[src/rtl/dp_pkg.sv]
// dp_pkg: shared state encoding and element-size helpers for the operand fetcher
package dp_pkg;
  typedef enum logic [1:0] {IDLE, RD_A, RD_B, DRAIN} dp_fetch_state_t;
  function automatic int elem_bytes(input int data_w);
    return data_w / 8;
  endfunction
  localparam int ELEM_BYTES = elem_bytes(32);
endpackage

[src/rtl/dp_pair_fifo.sv]
// dp_pair_fifo: first-word fall-through buffer; head reads as zero while empty
module dp_pair_fifo #(
  parameter int WIDTH = 8,
  parameter int DEPTH = 4
) (
  input  logic                       clk,
  input  logic                       rst,
  input  logic                       push,
  input  logic [WIDTH-1:0]           din,
  input  logic                       pop,
  output logic [WIDTH-1:0]           dout,
  output logic                       full,
  output logic                       empty,
  output logic [$clog2(DEPTH):0]     count
);
  localparam int AW = $clog2(DEPTH);
  localparam int CW = AW + 1;
  logic [WIDTH-1:0] mem [DEPTH];
  logic [AW-1:0] wr, rd;
  assign full = count == CW'(DEPTH);
  assign empty = count == '0;
  assign dout = empty ? '0 : mem[rd];
  always_ff @(posedge clk) if (push) mem[wr] <= din;
  always_ff @(posedge clk) begin
    if (rst) begin
      wr <= '0;
      rd <= '0;
      count <= '0;
    end else begin
      wr <= wr + AW'(push);
      rd <= rd + AW'(pop);
      count <= count + CW'(push) - CW'(pop);
    end
  end
endmodule

[src/rtl/dp_operand_fetcher.sv]
// dp_operand_fetcher: reads A[i]/B[i] pairs one beat at a time and streams them out
module dp_operand_fetcher
  import dp_pkg::*;
#(
  parameter int ADDR_W = 32,
  parameter int DATA_W = 32,
  parameter int FIFO_DEPTH = 4
) (
  input  logic              clk,
  input  logic              rst,
  input  logic              start,
  input  logic [ADDR_W-1:0] addr_a,
  input  logic [ADDR_W-1:0] addr_b,
  input  logic [31:0]       length,
  output logic              busy,
  output logic              done,
  output logic              read_req,
  output logic [ADDR_W-1:0] read_addr,
  input  logic [DATA_W-1:0] read_data,
  input  logic              read_data_valid,
  output logic              pair_valid,
  input  logic              pair_ready,
  output logic [DATA_W-1:0] pair_a,
  output logic [DATA_W-1:0] pair_b,
  output logic              pair_last
);
  localparam int EB = elem_bytes(DATA_W);
  localparam int CW = $clog2(FIFO_DEPTH) + 1;
  dp_fetch_state_t state, state_n;
  logic [ADDR_W-1:0] base_a, base_b, off, read_addr_n;
  logic [31:0] len, idx;
  logic [DATA_W-1:0] a_q;
  logic req_n, done_n, beat, push, pop, last, full, empty;
  logic [CW-1:0] count;
  logic [2*DATA_W:0] dout;
  assign beat = read_req && read_data_valid;
  assign last = idx == len - 32'd1;
  assign push = state == RD_B && beat && !full;
  assign pop = pair_valid && pair_ready;
  assign pair_valid = !empty;
  assign {pair_a, pair_b, pair_last} = dout;
  assign busy = state != IDLE;
  assign off = ADDR_W'(idx) * ADDR_W'(EB);
  dp_pair_fifo #(.WIDTH(2*DATA_W+1), .DEPTH(FIFO_DEPTH)) u_fifo (
    .clk(clk), .rst(rst), .push(push), .din({a_q, read_data, last}), .pop(pop),
    .dout(dout), .full(full), .empty(empty), .count(count)
  );
  // read_req is a registered "pending" flag: it drops for one cycle after every beat
  always_comb begin
    state_n = state;
    req_n = beat ? 1'b0 : read_req;
    read_addr_n = read_addr;
    done_n = 1'b0;
    case (state)
      IDLE: begin
        if (start && length == 32'd0) done_n = 1'b1;
        else if (start) begin
          state_n = RD_A;
          req_n = 1'b1;
          read_addr_n = addr_a;
        end
      end
      RD_A: begin
        if (beat) state_n = RD_B;
        else if (!read_req && count < CW'(FIFO_DEPTH)) begin
          req_n = 1'b1;
          read_addr_n = base_a + off;
        end
      end
      RD_B: begin
        if (beat) state_n = last ? DRAIN : RD_A;
        else if (!read_req) begin
          req_n = 1'b1;
          read_addr_n = base_b + off;
        end
      end
      DRAIN: begin
        if (pop && pair_last) begin
          state_n = IDLE;
          done_n = 1'b1;
        end
      end
      default: state_n = IDLE;
    endcase
  end
  always_ff @(posedge clk) begin
    if (rst) begin
      state <= IDLE;
      read_req <= 1'b0;
      read_addr <= '0;
      done <= 1'b0;
      idx <= '0;
      len <= '0;
      base_a <= '0;
      base_b <= '0;
      a_q <= '0;
    end else begin
      state <= state_n;
      read_req <= req_n;
      read_addr <= read_addr_n;
      done <= done_n;
      if (state == IDLE && start && length != 32'd0) begin
        base_a <= addr_a;
        base_b <= addr_b;
        len <= length;
        idx <= '0;
      end
      if (state == RD_A && beat) a_q <= read_data;
      if (push) idx <= idx + 32'd1;
    end
  end
endmodule
[config.mk]
export PLATFORM = sky130hd
export DESIGN_NAME = dp_operand_fetcher
export DESIGN_NICKNAME = d
export VERILOG_FILES = /design/src/rtl/dp_pkg.sv /design/src/rtl/dp_pair_fifo.sv /design/src/rtl/dp_operand_fetcher.sv
export SDC_FILE = /design/constraint.sdc
export NUM_CORES = 1
export LEC_CHECK = 0
export BUFFER_PORTS_ARGS = -buffer_cell sky130_fd_sc_hd__buf_2
export CORE_ASPECT_RATIO = 1.75
export CORE_MARGIN = 4
export CORE_UTILIZATION = 59
export DETAILED_ROUTE_END_ITERATION = 8
export PLACE_DENSITY = 0.8
export SYNTH_ARGS = -nofsm -noshare
export SYNTH_HDL_FRONTEND = slang
export SYNTH_SLANG_ARGS = --single-unit
[constraint.sdc]
create_clock -name clk -period 9.2 [get_ports clk]
set_input_delay 1.84 -clock clk [delete_from_list [all_inputs] [get_ports clk]]
set_output_delay 1.84 -clock clk [all_outputs]
set_load 0.005 [all_outputs]
Word-level counts from Yosys, hierarchy flattened
Memory sizes are Yosys's and may differ from the RTL's. A register that Yosys moved wholly into a read port is not among the register bits. Index checks and enable logic that the tools add are counted.

Mux-type cells: 31. Equal/unequal tests: 14. $add $sub $neg: 8. Reduce and logical (&&, ||, !) cells: 22. Magnitude comparators: 1.

Operators by type and width (number): $mux 32 (8); $pmux 32 s3 (1); $mux 65 (1); $add 32x32->32 (2); $add 32x1->32 const B (1); $eq 32x32->1 (1); $logic_not 32->1 (1); $reduce_bool 32->1 (1); $sub 32x1->32 const B (1); $ne 2x2->1 const B (9); $mux 2 (7); $mux 1 (11); $logic_and 1x1->1 (10); $pmux 2 s4 (1); $reduce_and 7->1 (1); $reduce_and 5->1 (1); $add 2x1->2 (2); $eq 2x2->1 const B (2); $reduce_bool 2->1 (2); $add 3x1->3 (1); $eq 3x3->1 const B (1); $logic_not 1->1 (3); $logic_not 3->1 (1); $lt 3x3->1 const B (1); 6 further kinds (6).

Memories kept: 1. Output and inout port bits: 101. RAM bits: 260. Word-level logic and storage cells: 89. Input bits: 133. Flip-flop bits (word level): 203.

Memories: u_fifo.mem (depth 4, bits a word 65, read ports 1, clocked after Yosys merged registers in 1, write ports 1, RTL line dp_pair_fifo.sv:18) `logic [WIDTH-1:0] mem [DEPTH];`.

Depth between registers and ports, before layout
Gate-level depths: netlist (run 1).

Depth after elaboration: 6. Gate-level depth with buffers: 15.

Cells and area by module
Synthesis (run 1) repeated with hierarchy kept, for this count alone.

Cell total of the unflattened synthesis: 1855. Area total of the unflattened synthesis: 20991.4 µm².

Modules (own cells, without submodules): dp_operand_fetcher (cells an instance 1410, times used 1, area an instance 10785.3 µm²); dp_pair_fifo (cells an instance 445, times used 1, area an instance 10206.0 µm²).

Worst setup path before layout (run 1)
No wires, ideal clock.

Path kind: input-to-reg. Start: input read_data_valid. End: memory u_fifo.mem[0][0] (netlist name), enable pin. Path buffers: 2. Cell stages on the path: 5. Library setup time: 568 ps. Arrival: 6886 ps. Setup slack: 1746 ps. Cell sequence: nand3_1 a21o_1 clkbuf_1 buf_1 nor3_1.

Word-level cells in the longest chain between the ends: 5.

Ends and longest elaborated chain: from (decl) (RTL line dp_operand_fetcher.sv:20) `input logic read_data_valid,`; $logic_and 1x1->1 (RTL line dp_operand_fetcher.sv:36) `assign beat = read_req && read_data_valid;`; $logic_and 1x1->1 (2 in series) (RTL line dp_operand_fetcher.sv:38) `assign push = state == RD_B && beat && !full;`; $mux 1 (RTL line dp_pair_fifo.sv:23) `always_ff @(posedge clk) if (push) mem[wr] <= din;`; $mux 1 (implied by the code) (RTL line dp_pair_fifo.sv:23); to (decl) (RTL line dp_pair_fifo.sv:18).

No other way between the ends.

Worst setup path in the final report (run 1)
Start: input length[7]. End: register idx[13].

Word-level cells in the longest chain between the ends: 3.

Ends and longest elaborated chain: from (decl) (RTL line dp_operand_fetcher.sv:14) `input logic [31:0] length,`; $reduce_bool 32->1 (RTL line dp_operand_fetcher.sv:102) `if (state == IDLE && start && length != 32'd0) begin`; $logic_and 1x1->1 (RTL line dp_operand_fetcher.sv:102); $reduce_bool 2->1 (no line); to (signal assigned) (RTL line dp_operand_fetcher.sv:109) `if (push) idx <= idx + 32'd1;`; to (decl) (RTL line dp_operand_fetcher.sv:31) `logic [31:0] len, idx;`.

No other way between the ends. A chain may end at the register's enable or synchronous reset.

==> flow_metrics.env, run 1 <==
export IMPL_row_count=91
export IMPL_grt_overflow=0
export IMPL_multiInputGateArea_mm2=0.00862
export IMPL_crit_required_ps=9630
export IMPL_async_flop_share=0
export IMPL_drive_gt1_frac=0.219
export IMPL_synth_area_mux_share=0.0887
export IMPL_yosysTopAreaCellShare=0.372
export IMPL_holdBufCountCts=0
export IMPL_cts_max_level=2
export IMPL_synth_fp_nets=2040
export IMPL_synth_top_family_by_area="simple AND/OR/NAND/NOR gates"
export IMPL_syn_area_per_cell_um2=11.2
export IMPL_synthCells=1866
export IMPL_cts_reportedPaths_clkPinSlew_ps=70
export IMPL_cts_resized=0
export IMPL_arrival_ps=5590
export IMPL_worst_path_buf_inv=2
export IMPL_worst_slew_pin_slew_ps=1190
export IMPL_yosysWarnings=0
export IMPL_yosys_area_top_type="edfxtp_1"
export IMPL_vias=15600
export IMPL_critPathSlowestCell="nor4_1"
export IMPL_p_leak_nw=8.86
export IMPL_max_slew_margin=0.202
export IMPL_synthTopCellsByCount="nand2_1 (315), edfxtp_1 (260), dfxtp_1 (203), a21oi_1 (190), nor2_1 (105)"
export IMPL_synthSimpleGateAreaFrac=0.163
export IMPL_grt_max_degree=106
export IMPL_root_buffer="clkbuf_16"
export IMPL_rsz0062_at_grt="false"
export IMPL_regArea_mm2=0.0119
export IMPL_setup_viol=0
export IMPL_yosys_cell_types_count=74
export IMPL_antenna_found_initial=3
export IMPL_outcome="finished, final reports clean"
export IMPL_netlist_area_mm2=0.0210
export IMPL_vdd_drop_max_uv=181
export IMPL_start_util=0.596
export IMPL_cts_tree="done"
export IMPL_synth_edf_count=260
export IMPL_ioPinCount=234
export IMPL_portBuffers=233
export IMPL_grt_pass1_vias=15700
export IMPL_fillers=2624
export IMPL_die_w_um=151
export IMPL_start_kind="primary input"
export IMPL_die_h_um=257
export IMPL_track_usage=0.287
export IMPL_cap_viol_max_count=0
export IMPL_finClkSkew_ps=24.3
export IMPL_synth_compound_area_frac=0.106
export IMPL_drt_initial_drc_count=1093
export IMPL_synth_xor_area_frac=0.0275
export IMPL_drt_vias_per_instance=6.13
export IMPL_crit_path_cell_trace="buf_2 -> nor4_1 -> nand4_1 -> nor2_1 -> or2_2 -> buf_4 -> nand2_1 -> a311oi_1"
export IMPL_powerDensity_mw_per_mm2=263
export IMPL_synthToLayoutAreaGrowth_pct=14.2
export IMPL_synth_area_leaders="edfxtp_1 (37%), dfxtp_1 (19%), mux4_2 (7.0%)"
export IMPL_core_region_area_mm2=0.0352
export IMPL_insertion_delay_ps=560
export IMPL_path_delay_family="simple AND/OR/NAND/NOR gates"
export IMPL_route_detailed_drc=0
export IMPL_cts_buffer_depth=3
export IMPL_worstSetupPathType="in -> reg"
export IMPL_final_max_slew_viol_count=0
export IMPL_synth_ff_type="edfxtp_1"
export IMPL_ys_ff_latch=463
export IMPL_setup_tns_ps=0
export IMPL_finalNetCount=2219
export IMPL_cpPeakStageDelay_ps=960
export IMPL_dr_pass1_iters=6
export IMPL_hold_path_class="reg -> reg"
export IMPL_crit_fanout=53
export IMPL_synth_fa_ha_area_frac=0.0252
export IMPL_die_area_mm2=0.0388
export IMPL_post_cts_repair_setup_buffers=0
export IMPL_yosysSeqAreaShare=0.566
export IMPL_yosysMostFrequentCell="nand2_1"
export IMPL_grt_pass1_wl_um=86200
export IMPL_finalWeightedCongestion=1.02
export IMPL_cts_sinks=463
export IMPL_post_route_period_util=0.561
export IMPL_whs_ps=451
export IMPL_ant_nets=0
export IMPL_endpoint_kind="flop"
export IMPL_numCtsBuffers=41
export IMPL_hpwlAfterDp_um=38300
export IMPL_fin_crit_ps=5170
export IMPL_wl_um=55500
export IMPL_max_clock_freq_ghz=0.194
export IMPL_finalHoldViolCount=0
export IMPL_post_drt_wl_per_cell_um=21.8
-- cell usage in the layout (no fill, tap or decap), types with 39 or more instances in the layout --
master     synthesis  layout
ha_1              39      39
nor3_1            44      43
mux4_2            65      65
xnor2_1           45      45
nand2_1          315     315
and2_1            72      72
a21oi_1          190     190
nor2_1           105     102
dfxtp_1          203     201
buf_2              0     232
clkbuf_16          0      42
edfxtp_1         260     260
-- worst min-delay path, cell delays in order (launching register included) --
cell and delay [ps]:
dfxtp_1 310, nand2_1 50, a21oi_1 50
-- worst paths after layout --
path	start	to	slack (ps)	depth (start not counted)
max	length[7]	idx[13]$_SDFFE_PP0P_	4030	8
min	base_b[17]$_SDFFE_PP0P_	base_b[17]$_SDFFE_PP0P_	450	2
max reg2reg	state[0]$_SDFFE_PP0P_	read_addr[27]$_SDFFE_PP0P_	4840	13
min reg2reg	base_b[17]$_SDFFE_PP0P_	base_b[17]$_SDFFE_PP0P_	450	2
-- flip-flops by register name (all words and copies together) (netlist names) --
name / count
base_b: 32
a_q: 32
done: 1
read_req: 1
u_fifo.wr: 2
u_fifo.rd: 2
len: 32
read_addr: 32
base_a: 32
state: 2
u_fifo.count: 3
u_fifo.mem: 260
idx: 32
-- per-stage QoR --
stage               total power [mW]  cells  setup slack, ps  utilization  area [µm²]
CTS                             6.35   2543             4170        0.681       24000
global route                    6.62   2544             3990        0.681       24000
global placement                4.44   2467             3730        0.638       22500
finish                          6.30   2544             4030        0.681       24000
floorplan                       3.81   1866             1750            -       21000
detailed placement              4.46   2467             3670        0.638       22500
-- area by class of cell --
type | count | share of cell area
Antenna cell | 1 | 0.000104
Clock buffer | 56 | 0.0490
Clock inverter | 20 | 0.0138
Inverter | 17 | 0.00266
Multi-Input combinational cell | 1271 | 0.360
Sequential cell | 463 | 0.496
Tap cell | 465 | 0.0243
Timing Repair Buffer | 251 | 0.0546
-- layer usage --
| layer | part of all wire | vias to the layer above | wire [µm] | GRT usage |
|---|---|---|---|---|
| met2 | 0.54 | 616 | 29900 | 0.530 |
| met1 | 0.34 | 7572 | 18800 | 0.308 |
| met3 | 0.059 | 161 | 3250 | 0.0398 |
| met4 | 0.063 | 2 | 3500 | 0.159 |
| met5 | 0.00013 | - | 7 | 0 |
| li1 | - | 7233 | - | - |
-- kinds of logic (layout without fill, tap and decap cells) --
group | count (synthesis) | after routing
multiplexers | 101 | 101
AO/OA/AOI/OAI | 361 | 361
XOR/XNOR | 65 | 65
other | 0 | 1
buffers and inverters | 132 | 344
flip-flops | 463 | 463
adder cells (fa/ha/maj) | 41 | 41
AND/OR/NAND/NOR | 703 | 703
-- report_power, final --
group / internal (mW) / leakage, nW / switching [mW] / total, mW
clock network: 1.13 / 0.737 / 0.754 / 1.88
logic: 0.797 / 4.12 / 1.08 / 1.88
registers: 2.36 / 4.00 / 0.176 / 2.54
Power figures use the tool's default switching activity.
==> inputs of run 2 (changes only) <==
- ABC_AREA: default -> 1
- clock period: 9.2 -> 5.1 ns (I/O delays scaled with it)
==> run 2 against run 1 <==
Global-route usage rose by 3.4 points. Cell count rose by 28%. First-iteration DRC count rose by 46%. Setup slack got worse by 3000 ps. Utilization fell by 0.73 points. Combinational power rose by 120%. Critical path type is now reg -> out.
==> flow_metrics.env, run 2 <==
export IMPL_outcome="finished, final reports clean"
export IMPL_async_flop_share=0
export IMPL_ys_ff_latch=463
export IMPL_finalWeightedCongestion=0.968
export IMPL_portBuffers=233
export IMPL_die_w_um=154
export IMPL_worst_path_buf_inv=3
export IMPL_core_region_area_mm2=0.0368
export IMPL_crit_path_cell_trace="inv_2 -> buf_4 -> o21ai_0 -> a21oi_1 -> buf_2"
export IMPL_fillers=3032
export IMPL_fin_util=0.674
export IMPL_endpoint_kind="primary output"
export IMPL_post_drt_wl_per_cell_um=20.5
export IMPL_die_h_um=263
export IMPL_ant_nets=0
export IMPL_path_delay_family="buffers and inverters"
export IMPL_r2r_end="read_addr[20]$_SDFFE_PP0P_"
export IMPL_route_detailed_drc=0
export IMPL_crit_required_ps=4080
export IMPL_reg2reg_from="state[0]$_SDFFE_PP0P_"
export IMPL_cts_tree="done"
export IMPL_hpwlAfterDp_um=46900
export IMPL_synthCells=2581
export IMPL_p_total_mw=12.2
export IMPL_layout_commonest_cell="nor2_1"
export IMPL_max_slew_margin=0.294
export IMPL_grt_met1_usage=0.337
export IMPL_cts_reportedPaths_clkPinSlew_ps=70
export IMPL_track_usage=0.321
export IMPL_insertion_delay_ps=560
export IMPL_pre_cts_ws_ps=1530
export IMPL_whs_ps=490
export IMPL_yosysTopAreaCellShare=0.357
export IMPL_row_count=93
export IMPL_wl_um=66900
export IMPL_path_depth=5
export IMPL_regMostFlops="u_fifo.mem"
export IMPL_use_met3=0.0400
export IMPL_post_route_period_util=0.806
export IMPL_holdBufCountCts=0
export IMPL_finalHoldViolCount=0
export IMPL_die_area_mm2=0.0403
export IMPL_vias=19300
export IMPL_worst_slack_ps=987
export IMPL_start_util=0.595
export IMPL_grt_pass1_vias=18800
export IMPL_final_cell_mix="nor2_1 (575), nand2_1 (357), o21ai_0 (319)"
export IMPL_grt_use_met2=0.595
export IMPL_root_buffer="clkbuf_16"
export IMPL_netlist_area_mm2=0.0219
export IMPL_fin_crit_ps=4110
export IMPL_synthToLayoutAreaGrowth_pct=13.3
export IMPL_r2r_slack_ps=1620
export IMPL_start_kind="flop"
export IMPL_yosysMostFrequentCell="nor2_1"
export IMPL_antenna_found_initial=2
export IMPL_rsz0062_at_grt="false"
export IMPL_yosys_area_top_type="edfxtp_1"
export IMPL_yosysSeqAreaShare=0.543
export IMPL_final_max_slew_viol_count=0
export IMPL_synth_ff_type="edfxtp_1"
export IMPL_ioPinCount=234
export IMPL_synth_area_leaders="edfxtp_1 (36%), dfxtp_1 (19%), nor2_1 (9.9%)"
export IMPL_grt_overflow=0
export IMPL_endpoint="pair_b[27]"
export IMPL_cts_sinks=463
export IMPL_powerDensity_mw_per_mm2=493
export IMPL_numCtsBuffers=41
export IMPL_setup_viol=0
export IMPL_synth_edf_count=260
export IMPL_dr_pass1_iters=5
export IMPL_worstSetupPathType="reg -> out"
export IMPL_yosysWarnings=0
export IMPL_p_leak_nw=9.70
export IMPL_grt_pass1_wl_um=102000
export IMPL_cts_max_level=2
export IMPL_reg2regPathDepth=18
export IMPL_vdd_drop_max_uv=327
export IMPL_synth_fp_nets=2755
export IMPL_hold_path_class="reg -> reg"
export IMPL_drt_vias_per_instance=5.92
export IMPL_crit_fanout=59
export IMPL_critPathSlowestCell="inv_2"
export IMPL_synthTopCellsByCount="nor2_1 (575), nand2_1 (357), o21ai_0 (319), edfxtp_1 (260), a21oi_1 (239)"
export IMPL_grt_max_degree=90
export IMPL_cap_viol_max_count=0
export IMPL_cts_buffer_depth=3
export IMPL_arrival_ps=3090
export IMPL_cts_resized=0
export IMPL_max_clock_freq_ghz=0.243
export IMPL_largest_reg_flops=260
export IMPL_drive_gt1_frac=0.135
export IMPL_post_cts_repair_setup_buffers=0
export IMPL_worstSetupStartpoint="u_fifo.rd[0]$_SDFF_PP0_"
export IMPL_worst_slew_pin_slew_ps=1060
export IMPL_finClkSkew_ps=12.1
export IMPL_yosys_cell_types_count=52
export IMPL_finalNetCount=2920
export IMPL_drt_initial_drc_count=1592
export IMPL_busiest_layer="met2"
export IMPL_cpPeakStageDelay_ps=710
export IMPL_syn_area_per_cell_um2=8.47
[run 2: changes by cell type in the layout (fill, tap and decap cells not counted), sizes merged, moves of 16 or more]
cell,previous run,this run
a21o,21,5
a21oi,190,239
a221oi,22,0
and2,72,2
and3,16,0
inv,18,123
mux2,30,0
mux4,65,0
nand2,315,362
nand3,37,119
nor2,105,593
o21ai,34,320
or3,24,1
xnor2,46,27
[run 2: worst min-delay path by stage]
stage,cells past startpoint,to,start
2_1_floorplan,2,base_a[16]$_SDFFE_PP0P_,base_a[16]$_SDFFE_PP0P_
3_3_place_gp,0,u_fifo.mem[0][55]$_DFFE_PP_,a_q[22]$_SDFFE_PP0P_
3_5_place_dp,2,base_a[16]$_SDFFE_PP0P_,base_a[16]$_SDFFE_PP0P_
4_1_cts,2,base_a[16]$_SDFFE_PP0P_,base_a[16]$_SDFFE_PP0P_
5_1_grt,2,base_a[16]$_SDFFE_PP0P_,base_a[16]$_SDFFE_PP0P_
6_report,2,base_a[16]$_SDFFE_PP0P_,base_a[16]$_SDFFE_PP0P_
[run 2: power by group]
part / leakage, nW / switching (mW) / internal, mW
registers: 3.89 / 0.344 / 4.34
clock network: 0.710 / 1.40 / 1.96
logic: 5.11 / 2.81 / 1.34
total: 9.70 / 4.56 / 7.64
[run 2: final cells by class]
cell class,instances,area [µm²],area share
timing repair buffer,254,1340,0.0539
tap,475,594,0.0240
multi-input combinational,1860,9010,0.364
clock buffer,53,1140,0.0461
inverter,126,475,0.0192
sequential,463,11900,0.479
clock inverter,23,330,0.0133
antenna,3,7.51,0.000303
[run 2: cell families (layout without fill, tap and decap cells)]
logic type,Yosys count,after routing,synth area share
simple gates,1164,1164,0.222
compound gates,603,603,0.144
flops,463,463,0.543
buf+inv,258,456,0.0462
xor+xnor,52,52,0.0208
fa+ha+maj,41,41,0.0241
other cells,0,3,0
[run 2: metal layers]
| metal | vias to the layer above | part of all wire |
|---|---|---|
| met4 | 2 | 0.074 |
| met1 | 9034 | 0.33 |
| met3 | 254 | 0.064 |
| met5 | - | 0.00019 |
| li1 | 9095 | - |
| met2 | 905 | 0.53 |
[run 2: per-stage QoR]
step | cell area (µm²) | instances | setup TNS [ps]
final | 24800 | 3257 | 0
after detailed placement | 23300 | 3178 | 0
after global placement | 23300 | 3178 | 0
after global routing | 24800 | 3254 | 0
after floorplan | 21900 | 2581 | -376340
after CTS | 24800 | 3254 | 0
[run 2: worst register-to-register path: stages, from the launching register on]
cell	delay, ps
dfxtp_1	360
inv_1	100
ha_1	240
inv_2	490
nand2_1	120
nand2_1	90
ha_1	210
fa_1	200
nand2_1	70
nand2_1	60
o21ai_0	130
o21ai_0	490
nand2_1	100
nand2_1	170
nand3_1	100
nand2_1	90
a21oi_1	60
o21ai_0	160
a21oi_1	120
